`src/rtl/button_hue_reader.sv`:
```
// Debounced active-low push button with short/long press classification and a wrapping hue index.
// Optional AUTO_REPEAT_EN: while long-held, hue_index auto-advances every REPEAT_CYCLES with repeat_pulse.
module button_hue_reader #(
    parameter int CLOCK_FREQ      = 12_000_000,
    parameter int DEBOUNCE_CYCLES = CLOCK_FREQ / 100,
    parameter int LONG_CYCLES     = CLOCK_FREQ,
    parameter int REPEAT_CYCLES   = CLOCK_FREQ / 4,
    parameter int NUM_HUES        = 6
) (
    input  logic       clk,
    input  logic       rst_n,
    input  logic       BTN_N,
    output logic       btn_level,
    output logic       press_pulse,
    output logic       release_pulse,
    output logic       short_pulse,
    output logic       long_pulse,
    output logic       repeat_pulse,
    output logic [2:0] hue_index
);

    localparam int DB_W   = (DEBOUNCE_CYCLES > 1) ? $clog2(DEBOUNCE_CYCLES) : 1;
    localparam int HOLD_W = $clog2(LONG_CYCLES);
    localparam logic [DB_W-1:0]   DB_LAST   = DB_W'(DEBOUNCE_CYCLES - 1);
    localparam logic [HOLD_W-1:0] HOLD_LAST = HOLD_W'(LONG_CYCLES - 1);
    localparam logic [2:0]        HUE_LAST  = 3'(NUM_HUES - 1);

    localparam logic [2:0] S_RELEASED   = 3'd0;
    localparam logic [2:0] S_PRESS_DB   = 3'd1;
    localparam logic [2:0] S_HELD       = 3'd2;
    localparam logic [2:0] S_LONG_HELD  = 3'd3;
    localparam logic [2:0] S_RELEASE_DB = 3'd4;

    if (DEBOUNCE_CYCLES < 1 || LONG_CYCLES < 2 || REPEAT_CYCLES < 1 ||
        NUM_HUES < 2 || NUM_HUES > 8) begin : g_bad_params
        $error("button_hue_reader: parameter out of range");
    end

    logic              sync1;
    logic              sync;
    logic [2:0]        state;
    logic [DB_W-1:0]   db_cnt;
    logic [HOLD_W-1:0] hold_cnt;
    logic              long_done;

    function automatic logic [2:0] next_hue(input logic [2:0] h);
        return (h == HUE_LAST) ? 3'd0 : h + 3'd1;
    endfunction

    // Flops reset to 1 so the button reads as released straight out of reset.
    always_ff @(posedge clk or negedge rst_n) begin
        if (!rst_n) begin
            sync1 <= 1'b1;
            sync  <= 1'b1;
        end else begin
            sync1 <= BTN_N;
            sync  <= sync1;
        end
    end

`ifdef AUTO_REPEAT_EN
    localparam int REP_W = (REPEAT_CYCLES > 1) ? $clog2(REPEAT_CYCLES) : 1;
    localparam logic [REP_W-1:0] REP_LAST = REP_W'(REPEAT_CYCLES - 1);
    logic [REP_W-1:0] rep_cnt;
`else
    assign repeat_pulse = 1'b0;
`endif

    always_ff @(posedge clk or negedge rst_n) begin
        if (!rst_n) begin
            state         <= S_RELEASED;
            db_cnt        <= '0;
            hold_cnt      <= '0;
            long_done     <= 1'b0;
            btn_level     <= 1'b0;
            press_pulse   <= 1'b0;
            release_pulse <= 1'b0;
            short_pulse   <= 1'b0;
            long_pulse    <= 1'b0;
            hue_index     <= '0;
`ifdef AUTO_REPEAT_EN
            rep_cnt       <= '0;
            repeat_pulse  <= 1'b0;
`endif
        end else begin
            press_pulse   <= 1'b0;
            release_pulse <= 1'b0;
            short_pulse   <= 1'b0;
            long_pulse    <= 1'b0;
`ifdef AUTO_REPEAT_EN
            repeat_pulse  <= 1'b0;
`endif
            case (state)
                S_RELEASED: begin
                    if (!sync) begin
                        state  <= S_PRESS_DB;
                        db_cnt <= '0;
                    end
                end
                S_PRESS_DB: begin
                    if (sync) begin
                        state <= S_RELEASED;
                    end else if (db_cnt == DB_LAST) begin
                        state       <= S_HELD;
                        press_pulse <= 1'b1;
                        btn_level   <= 1'b1;
                        hold_cnt    <= '0;
                    end else begin
                        db_cnt <= db_cnt + DB_W'(1);
                    end
                end
                S_HELD: begin
                    if (sync) begin
                        state  <= S_RELEASE_DB;
                        db_cnt <= '0;
                    end else if (hold_cnt == HOLD_LAST) begin
                        state      <= S_LONG_HELD;
                        long_pulse <= 1'b1;
                        long_done  <= 1'b1;
                        hue_index  <= '0;
`ifdef AUTO_REPEAT_EN
                        rep_cnt    <= '0;
`endif
                    end else begin
                        hold_cnt <= hold_cnt + HOLD_W'(1);
                    end
                end
                S_LONG_HELD: begin
                    if (sync) begin
                        state  <= S_RELEASE_DB;
                        db_cnt <= '0;
                    end
`ifdef AUTO_REPEAT_EN
                    else if (rep_cnt == REP_LAST) begin
                        repeat_pulse <= 1'b1;
                        hue_index    <= next_hue(hue_index);
                        rep_cnt      <= '0;
                    end else begin
                        rep_cnt <= rep_cnt + REP_W'(1);
                    end
`endif
                end
                S_RELEASE_DB: begin
                    // A bounce resumes the hold with hold_cnt/rep_cnt untouched.
                    if (!sync) begin
                        state <= long_done ? S_LONG_HELD : S_HELD;
                    end else if (db_cnt == DB_LAST) begin
                        state         <= S_RELEASED;
                        release_pulse <= 1'b1;
                        btn_level     <= 1'b0;
                        long_done     <= 1'b0;
`ifdef AUTO_REPEAT_EN
                        rep_cnt       <= '0;
`endif
                        if (!long_done) begin
                            short_pulse <= 1'b1;
                            hue_index   <= next_hue(hue_index);
                        end
                    end else begin
                        db_cnt <= db_cnt + DB_W'(1);
                    end
                end
                default: state <= S_RELEASED;
            endcase
        end
    end

endmodule

```
`config.mk`:
```
export PLATFORM = sky130hd
export DESIGN_NAME = button_hue_reader
export DESIGN_NICKNAME = d
export VERILOG_FILES = /design/src/rtl/button_hue_reader.sv
export SDC_FILE = /design/constraint.sdc
export NUM_CORES = 1
export LEC_CHECK = 0
export BUFFER_PORTS_ARGS = -buffer_cell sky130_fd_sc_hd__buf_2
export CELL_PAD_IN_SITES_DETAIL_PLACEMENT = 0
export CELL_PAD_IN_SITES_GLOBAL_PLACEMENT = 1
export CORE_UTILIZATION = 50
export CTS_BUF_LIST = sky130_fd_sc_hd__clkbuf_8 sky130_fd_sc_hd__clkbuf_16
export CTS_CLUSTER_DIAMETER = 50
export DETAILED_ROUTE_END_ITERATION = 6
export GPL_TIMING_DRIVEN = 1
export PLACE_DENSITY = 0.83
export SYNTH_ARGS = -nofsm -noshare
export SYNTH_HDL_FRONTEND = slang
export SYNTH_SLANG_ARGS = --single-unit
```
`constraint.sdc`:
```
create_clock -name clk -period 5.12 [get_ports clk]
set_input_delay 0.512 -clock clk [delete_from_list [all_inputs] [get_ports clk]]
set_output_delay 0.512 -clock clk [all_outputs]
set_load 0.01 [all_outputs]
```
==> results by group, run 1 <==
Clock network
  – CTS tree: yes
  – Resized cells post-CTS: 0
  – Post-CTS Setup Inserts: 0
  – Clock slew at reported path FFs: 0.11 ns
  – Worst-skew pair later-pin latency: between 0.3 and 0.4 ns
  – CTS sink cnt: between 50 and 60
  – H-tree levels: 2
  – Clk root buf: clkbuf_8
  – Cts hold-fix bufs: 0
  – CTS max path bufs: 2
  – Clock buffer count from CTS: 5

GRT
  – Total gr overflow: 0
  – Largest net degree at the start of global routing: 56
  – GRT Overall Usage: 0.2208
  – First-pass GRT wire length: about 11 mm
  – Number of global-route vias before repair: 2300
  – Initial antenna violation count: 0

Floorplan
  – Core ar.: roughly 5600 µm²
  – Die W: 79.64 µm
  – I/O Pins: 12
  – Initial core utilization: 0.5343
  – Die span in y: ~80 µm
  – Rows: 27
  – DIE AREA: around 6300 µm²

Critical path
  – Slowest cell on crit path: o21ai_1
  – R2r startpoint: db_cnt[0]
  – Buffer and inverter count on the worst path: 0
  – Kind of start point of the critical path: flop
  – CP Cell Sequence: ha_1 -> and4b_1 -> nand4_2 -> o21ai_1 -> or2_2 -> o31ai_1
  – Reg2Reg Setup Slack: 2.37 ns
  – Critical Path Start: db_cnt[0]
  – Reg-to-Reg End: db_cnt[7]
  – Worst Path Arrival: 2.93 ns
  – Crit-path max FO: 22
  – CP peak stage delay: 1.04 ns
  – Critical Path RT: 5.31 ns
  – Family with the most delay on the worst path: compound AO/OA/AOI/OAI gates
  – Critical path depth: 6
  – CP Class: flop to flop
  – Worst R2R Path Depth: 6
  – CP Capture Type: flop

Place
  – Worst slack, placed: 2.397 ns
  – PortBufs: 10
  – # placed instances: ~390
  – Gpl congestion: 0.7963
  – DP HPWL: 4.329 mm
  – DP Area: 3082 µm²

STA
  – Hold WS: 0.2790 ns
  – Setup-failing EPs final: 0
  – RSZ-0062 raised after global routing: no
  – Fin Setup TNS: 0 ns
  – Hold violation count in the final report: 0
  – Min Tclk post-route: 2.747 ns
  – Max Transition Viols Final: 0
  – FMAX: 364.0 MHz
  – Slew Limit Headroom: 0.1611
  – Clk_skew: 0.01720 ns
  – Period Utilization, post-route: 0.5366
  – Worst-Margin Slew: roughly 1.3 ns
  – Final setup margin: 2.373 ns

Yosys
  – Top-area cell type share of the netlist area: 0.4400
  – Mapped Area: 3014 µm²
  – Syn_nets: approximately 330
  – Synthesis-stage register bit count: 55
  – Synth top area cells: dfrtp_1 (44%), nand2_1 (4.4%), o21ai_0 (3.5%)
  – Primary FF master, synth: dfrtp_1
  – Distinct cells, synth: 61
  – Synth area leader: dfrtp_1
  – Number of synthesized flops with an enable pin: 0
  – Mean Syn Cell Area: ~9.2 µm²
  – YS warnings: 0
  – Async set-reset flop share out of synthesis: 1.000
  – Syn Inst Count: 327
  – Register area share after synthesis: 0.4575

Job
  – Max Cap Violations: 0

Routing
  – Vias: 2531
  – DR iter-0 viols: around 210
  – Vias per inst: ~6.3
  – DR pass1 iterations: 5
  – Routed length per placed instance: 16.18 µm
  – Remaining DRCs: 0
  – DRT antenna net count: 0
  – Detailed-route wire length: 6.471 mm

Power and ir drop
  – LEAKAGE: 1.408 nW
  – Total power: 726.8 µW
  – Power per standard cell area: 229.1 nW/µm²
  – Peak supply drop: 0.0001250 V

Finish
  – Finished Core Util: 0.5624
  – Layout Nets: 332
  – Final Instance Area: 3173 µm²
  – Final cell count without fillers: 400
  – Ant. Diodes: 0
  – Share of layout cells above drive strength 1: 0.1037
  – Area grow syn2layout: 5.272%

Min path
  – Hold crit path type: input port to flop
  – Hold path startpoint: BTN_N
  – Hold Path Stages: 1
  – Hold path endpoint: sync1

Outcome
  – Status: completed
[worst max-delay path by stage]
stage / end / slack, ns
global placement: db_cnt[11] / 2.39
global route: db_cnt[7] / 2.10
finish: db_cnt[7] / 2.37
floorplan: hold_cnt[16] / 3.00
detailed placement: db_cnt[11] / 2.40
CTS: db_cnt[7] / 2.36
[routing by layer]
| metal | vias up | GRT usage | wire (µm) |
|---|---|---|---|
| met3 | 6 | 0.04114 | 295 |
| met2 | 55 | 0.3385 | 2820 |
| met1 | 1231 | 0.3154 | 3295 |
| met5 | - | 0 | 0 |
| li1 | 1239 | - | - |
| met4 | 0 | 0.06364 | 60 |
[final cells by class]
type / count / area (µm²)
clock buffers: 5 / 68.82
clock inverters: 3 / 22.52
multi-input cells: 246 / 1521
fillers: 515 / 2469
repair buffers: 12 / 65.06
inverters: 7 / 26.28
well taps: 72 / 90.09
flip-flops and latches: 55 / 1379
[report_power, final]
| part | internal (mW) | switching [mW] |
|---|---|---|
| Clock | 0.0986 | 0.153 |
| Sequential | 0.439 | 0.00617 |
| Combinational | 0.00882 | 0.0215 |
| Total | 0.546 | 0.181 |
[Yosys cell counts, drive strengths merged (2+ instances only)]
| cell | count |
|---|---|
| and4 | 5 |
| nand3 | 20 |
| a211o | 6 |
| buf | 4 |
| ha | 2 |
| dfrtp | 53 |
| nand3b | 4 |
| and3 | 10 |
| nand2 | 35 |
| o21ai | 22 |
| a22o | 2 |
| inv | 7 |
| dfstp | 2 |
| nor2 | 16 |
| o31ai | 8 |
| nand4 | 8 |
| a41oi | 4 |
| or4 | 6 |
| a21oi | 18 |
| a21o | 3 |
| nand2b | 8 |
| nor2b | 3 |
| clkbuf | 15 |
| o32ai | 2 |
| nor4 | 6 |
| mux2i | 2 |
| or3 | 4 |
| o211ai | 5 |
| a31oi | 13 |
| nor3 | 8 |
| or2 | 5 |
[worst register-to-register path: cells and delay by family (launching register included)]
family | cells | cell delay, ns
adder cells (fa/ha/maj) | 1 | 0.26
AND/OR/NAND/NOR | 3 | 0.82
AO/OA/AOI/OAI | 2 | 1.13
flip-flops | 1 | 0.42
[flip-flops by register name, indices dropped and copies added (netlist names)]
name           flops
hue_index          3
short_pulse        1
sync1              1
long_pulse         1
release_pulse      1
press_pulse        1
db_cnt            17
long_done          1
sync               1
hold_cnt          24
btn_level          1
state              3
[placed cells by master, fill, tap and decap left out, types with 2 or more instances in the layout]
cell / count
nand3b_1: 4
dfstp_2: 2
or2_2: 4
nand3_1: 20
a41oi_1: 4
a211o_1: 6
nor3_1: 8
nand2_1: 35
a31oi_1: 13
inv_1: 7
o31ai_1: 8
o211ai_1: 5
mux2i_1: 2
buf_4: 2
ha_1: 2
a22o_1: 2
dfrtp_1: 53
or4_1: 6
and4_1: 5
nor2_1: 15
nor2b_1: 3
buf_2: 10
o32ai_1: 2
a21o_1: 3
a21oi_1: 17
or3_1: 4
and3_1: 10
nand2b_1: 8
nand4_1: 7
o21ai_0: 21
nor4_1: 5
clkbuf_8: 5
[kinds of logic after synthesis]
kind of cell	Yosys count	synth area share
AND/OR/NAND/NOR	145	0.2736
AO/OA/AOI/OAI	93	0.2055
flip-flops	55	0.4575
buffers and inverters	26	0.03778
multiplexers	3	0.01038
adder cells (fa/ha/maj)	2	0.008301
XOR/XNOR	2	0.005813
other	1	0.001244
No activity file was read; power rests on OpenSTA's default activity.
==> run 2, diff against run 1 <==
Settings changed: CORE_UTILIZATION 50 to 43, PLACE_DENSITY 0.83 to 0.76.
Clock period 5.12 ns to 2.3 ns, I/O delays scaled along.
==> run 2 against run 1 <==
Compared with the run above:
- die area grew 16%
- sequential share of layout area shrank 3.5 points
- combinational power grew to 2.7 times the previous value
- power grew 130%
- final cell count grew 14%
- largest power group unchanged
==> results by group, run 2 (synthesis results as in run 1) <==
Critical path
  – Worst R2R Path Depth: 8
  – Kind of start point of the critical path: flop
  – Worst Path Arrival: 2.37 ns
  – Reg2Reg Setup Slack: 0.13 ns
  – Reg-to-Reg End: hold_cnt[18]
  – CP Class: flop to flop
  – Crit-path max FO: 6
  – CP Capture Type: flop
  – Critical Path RT: 2.50 ns
  – R2r startpoint: hold_cnt[0]

Floorplan
  – I/O Pins: 12
  – Rows: 30
  – Die span in y: around 86 µm
  – Core ar.: about 6800 µm²
  – DIE AREA: ~7300 µm²
  – Die W: 85.73 µm
  – Initial core utilization: 0.4436

Finish
  – Footprint of the multi-input gates: 1533 µm²
  – Largest regs: hold_cnt x24, db_cnt x17
  – Share of layout cells above drive strength 1: 0.1788
  – Area grow syn2layout: 14.49%
  – Storage cell area: 1379 µm²
  – Number of fill cells: around 630
  – Final cell count without fillers: 454
  – Commonest non-fill, non-tap cell in the layout: dfrtp_1
  – Ant. Diodes: 0
  – Layout Nets: 362
  – Commonest cells after routing, fill and taps aside: dfrtp_1 (53), nand2_1 (35), buf_4 (30), o21ai_0 (21), nand3_1 (20)
  – Largest Register: hold_cnt
  – Largest register FFs: 24
  – Final Instance Area: 3451 µm²

Clock network
  – H-tree levels: 2
  – CTS sink cnt: 55
  – Clock buffer count from CTS: 5
  – Clock slew at reported path FFs: ~0.11 ns
  – CTS max path bufs: 2
  – CTS tree: yes
  – Clk root buf: clkbuf_8
  – Worst-skew pair later-pin latency: 0.31 ns

Place
  – Worst slack, placed: 0.1197 ns
  – PortBufs: 10
  – # placed instances: 444
  – Gpl congestion: a little over 0.8
  – DP HPWL: 4.822 mm
  – DP Area: 3322 µm²

STA
  – Max Transition Viols Final: 0
  – Slew Limit Headroom: 0.5702
  – Period Utilization, post-route: 0.9454
  – Hold violation count in the final report: 0
  – RSZ-0062 raised after global routing: yes
  – Hold WS: 0.3207 ns
  – Final setup margin: approximately 0.13 ns
  – Setup-failing EPs final: 0
  – Clk_skew: 0.01352 ns
  – FMAX: 459.9 MHz
  – Min Tclk post-route: roughly 2.2 ns
  – Worst-Margin Slew: 0.6447 ns

GRT
  – First-pass GRT wire length: 11.97 mm
  – GRT Overall Usage: 0.2038
  – Total gr overflow: 0
  – Number of global-route vias before repair: about 2400
  – Initial antenna violation count: 0
  – Largest net degree at the start of global routing: 24

Outcome
  – Status: completed

Power and ir drop
  – Clock power frac: 0.351
  – P_int: about 1.2 mW
  – Peak supply drop: 0.0002514 V
  – Power per standard cell area: between 400 and 500 nW/µm²
  – LEAKAGE: between 1.5 and 2 nW
  – Reg power frac: 0.600
  – Total power: 1.649 mW
  – Combinational Power Share: 0.049
  – Psw: 416.8 µW
  – Switch share: 0.2528

Routing
  – Vias: 2609
  – Routed length per placed instance: 15.12 µm
  – DR pass1 iterations: 4
  – Remaining DRCs: 0
  – DRT antenna net count: 0
  – Vias per inst: 5.747
  – Detailed-route wire length: slightly below 7 mm
  – DR iter-0 viols: 99

Job
  – Max Cap Violations: 0

Min path
  – Hold crit path type: input port to asynchronous set/reset pin
## run 2: final cells by class
cell class | instances | area share
inverter | 7 | 0.007614
clock inverter | 3 | 0.008339
multi-input combinational | 246 | 0.4442
sequential | 55 | 0.3996
timing repair buffer | 42 | 0.08557
tap | 96 | 0.03481
clock buffer | 5 | 0.01994
## run 2: per-layer routing
metal,share of wire,track usage,routed length (µm),up-vias
li1,-,-,-,1302
met2,0.46,0.3069,3131,42
met1,0.51,0.3043,3512,1257
met4,0.0096,0.05303,66,0
met3,0.022,0.03369,154,8
met5,0,0,0,-
## run 2: worst max-delay path by stage
stage                         endpoint  slack (ns)          from  cells after the start
after global routing      hold_cnt[13]      -0.003  hold_cnt[13]                      6
after global placement    hold_cnt[13]        0.12  hold_cnt[13]                      5
after CTS                 hold_cnt[18]        0.08  hold_cnt[13]                      5
after detailed placement  hold_cnt[18]        0.12  hold_cnt[13]                      5
after floorplan           hold_cnt[16]        0.18   hold_cnt[8]                      7
final                     hold_cnt[18]        0.13   hold_cnt[0]                      8
## run 2: what timing repair did
| item | in CTS | in global routing |
|---|---|---|
| endpoints found under the hold margin | 11 | 0 |
| buffers inserted | 0 | 0 |
| hold buffers | 2 | 0 |
| setup endpoints to repair | 0 | 10 |
| gates resized for setup | 0 | 3 |
## run 2: metrics by stage
step	TNS (ns)	utilization
floorplan	0	-
finish	0	0.5079
global placement	0	0.4890
CTS	0	0.5063
global route	-0.005765	0.5079
detailed placement	0	0.4890
## run 2: power by group through the flow
stage                     clock network, mW  registers, mW  logic, mW
after floorplan                           0           1.00     0.0442
after global placement                    0           1.01     0.0797
after detailed placement                  0           1.01     0.0807
after CTS                             0.601          0.989     0.0835
after global routing                  0.638          0.991     0.0939
final                                 0.579          0.989     0.0806
## run 2: critical path: stages, from the launching register on
cell	delay (ns)
dfrtp_1	0.42
ha_1	0.21
nand3_1	0.11
buf_4	0.17
nor4_1	0.35
buf_4	0.20
nand4_1	0.13
and3_1	0.22
a221o_1	0.25
==> run 3, diff against run 2 <==
Settings changed: ABC_AREA set to 1, CORE_UTILIZATION 43 to 41, PLACE_DENSITY 0.76 to 0.77.
==> run 3 against run 2 <==
Compared with the run above:
- critical path depth is 1 higher
- critical endpoint is now hold_cnt[3]
- clock power is 12% higher
- sequential share of layout area is 4.3 points lower
- highest routed layer unchanged
==> results by group, run 3 <==
Clock network
  – Clk root buf: clkbuf_8
  – Worst-skew pair later-pin latency: approximately 0.31 ns
  – CTS tree: yes
  – CTS max path bufs: 2
  – Clock buffer count from CTS: 5
  – Clock slew at reported path FFs: about 0.1 ns
  – CTS sink cnt: 55
  – H-tree levels: 2

Power and ir drop
  – Psw: 1.117 mW
  – Reg power frac: 0.403
  – Combinational Power Share: 0.357
  – Clock power frac: 0.239
  – Power per standard cell area: about 700 nW/µm²
  – Switch share: 0.4114
  – LEAKAGE: 1.780 nW
  – P_int: 1.598 mW
  – Peak supply drop: just under 0.0004 V

GRT
  – Number of global-route vias before repair: 2900
  – Initial antenna violation count: 0
  – GRT Overall Usage: 0.1963
  – Total gr overflow: 0
  – Largest net degree at the start of global routing: 21
  – First-pass GRT wire length: around 14 mm

Critical path
  – Crit-path max FO: 9
  – Critical Path RT: ~2.5 ns
  – CP Class: flop to flop
  – CP Capture Type: flop
  – Worst Path Arrival: roughly 2.2 ns
  – Kind of start point of the critical path: flop

Finish
  – Commonest non-fill, non-tap cell in the layout: nand2_1
  – Number of fill cells: between 800 and 900
  – Commonest cells after routing, fill and taps aside: nand2_1 (190), nor2_1 (68), dfrtp_1 (53), inv_1 (47), nand3_1 (37)
  – Layout Nets: around 550
  – Ant. Diodes: 0
  – Largest regs: hold_cnt x24, db_cnt x17
  – Largest register FFs: 24
  – Area grow syn2layout: 8.867%
  – Largest Register: hold_cnt
  – Share of layout cells above drive strength 1: 0.09945

Floorplan
  – Die W: 95.13 µm
  – Core ar.: approximately 8300 µm²
  – I/O Pins: 12
  – Die span in y: about 95 µm
  – DIE AREA: 9050 µm²
  – Initial core utilization: 0.4285
  – Rows: 33

Outcome
  – Status: completed

Routing
  – Routed length per placed instance: 12.86 µm
  – Remaining DRCs: 0
  – DRT antenna net count: 0
  – Vias: 3197
  – DR pass1 iterations: 4
  – DR iter-0 viols: 139
  – Vias per inst: roughly 4.9
  – Detailed-route wire length: 8.335 mm

Yosys
  – Most frequent cell after synthesis: nand2_1
  – Syn Inst Count: 523
  – YS warnings: 0
  – Number of synthesized flops with an enable pin: 0
  – Mapped Area: 3556 µm²
  – Register area share after synthesis: 0.3878
  – Synth top area cells: dfrtp_1 (37%), nand2_1 (20%), nor2_1 (7.2%)
  – Distinct cells, synth: 36
  – Async set-reset flop share out of synthesis: 1.000
  – Synthesis-stage register bit count: 55
  – Primary FF master, synth: dfrtp_1
  – Mean Syn Cell Area: around 6.8 µm²
  – Syn_nets: between 500 and 600
  – Top-area cell type share of the netlist area: 0.3730
  – Synth cell count leaders: nand2_1 (190), nor2_1 (68), dfrtp_1 (53)
  – Synth area leader: dfrtp_1

Place
  – PortBufs: 10
  – Worst slack, placed: about 0.24 ns
  – Gpl congestion: 0.9039
  – DP HPWL: 6.189 mm

STA
  – Slew Limit Headroom: 0.5660
  – Hold violation count in the final report: 0
  – Worst-Margin Slew: roughly 0.65 ns
  – Final setup margin: 0.2581 ns
  – FMAX: between 400 and 500 MHz
  – RSZ-0062 raised after global routing: no
  – Fin Setup TNS: 0 ns
  – Setup-failing EPs final: 0
  – Period Utilization, post-route: 0.8878
  – Max Transition Viols Final: 0
  – Min Tclk post-route: 2.042 ns
  – Clk_skew: 0.01242 ns

Job
  – Max Cap Violations: 0

Min path
  – Hold crit path type: flop to flop
## run 3: cell types whose count changed in the layout (fill, tap and decap cells not counted), moves of 17 or more
cell,change
buf_4,-22
inv_1,+41
nand2_1,+155
nand3_1,+17
nor2_1,+53
xor2_1,+19
## run 3: final cells by class
| class | instances | area (µm²) | area share |
|---|---|---|---|
| inverter | 55 | 212.7 | 0.05495 |
| tap | 105 | 131.4 | 0.03394 |
| clock inverter | 3 | 41.29 | 0.01067 |
| timing repair buffer | 20 | 130.1 | 0.03361 |
| sequential | 55 | 1379 | 0.3562 |
| multi-input combinational | 405 | 1908 | 0.4929 |
| clock buffer | 5 | 68.82 | 0.01778 |
## run 3: logic make-up (layout without fill, tap and decap cells)
family	count (synthesis)	count (layout)	synth area share
xor+xnor	22	22	0.05419
simple gates	341	341	0.4187
fa+ha+maj	2	2	0.007036
compound gates	39	39	0.05559
other cells	1	1	0.001055
flops	55	55	0.3878
buf+inv	63	83	0.07565
## run 3: stage by stage
step	std cells	util	area [µm²]	power, mW	hold slack [ns]
2_1_floorplan	523	-	3556	1.872	-0.06559
3_3_place_gp	638	0.4503	3737	2.075	0.2008
3_5_place_dp	638	0.4503	3737	2.084	0.1991
4_1_cts	648	0.4660	3867	2.747	0.3634
5_1_grt	648	0.4665	3871	2.895	0.3652
6_report	648	0.4665	3871	2.715	0.3611
## run 3: worst paths after layout
kind	start	to	slack [ns]	cells past startpoint
worst max register to register	hold_cnt[0]	hold_cnt[3]	0.26	9
worst min-delay path	sync1	sync	0.36	0
max in group asynchronous	rst_n	sync1	1.29	3
min in group asynchronous	rst_n	db_cnt[3]	0.38	2
worst max-delay path	hold_cnt[0]	hold_cnt[3]	0.26	9
worst min register to register	sync1	sync	0.36	0
## run 3: worst max-delay path: stages, from the launching register on
cell and delay, ns:
dfrtp_1 0.40, ha_1 0.20, nand2_1 0.08, nor2_1 0.22, and2_1 0.25, nand3_1 0.11, nand2_1 0.19, clkinvlp_4 0.26
nand3_1 0.12, o21ai_0 0.08
## run 3: what timing repair did
item / CTS / global route
hold endpoints to repair: 17 / 0
hold buffers: 2 / 0
setup endpoints to repair: 0 / 7
resized for setup: 0 / 1
setup buffers: 0 / 0
## run 3: power by group through the flow
stage / Sequential (mW) / Clock, mW / Combinational (mW)
after detailed placement: 1.11 / 0 / 0.971
after global routing: 1.10 / 0.704 / 1.09
final: 1.10 / 0.650 / 0.970
after floorplan: 1.10 / 0 / 0.773
after CTS: 1.10 / 0.678 / 0.973
after global placement: 1.11 / 0 / 0.966
## run 3: metal layers
metal,track usage,wire [µm],up-vias
met2,0.3274,3795,50
li1,-,-,1685
met4,0.03788,68,0
met3,0.02871,279,7
met1,0.2701,4190,1455
met5,0,0,-
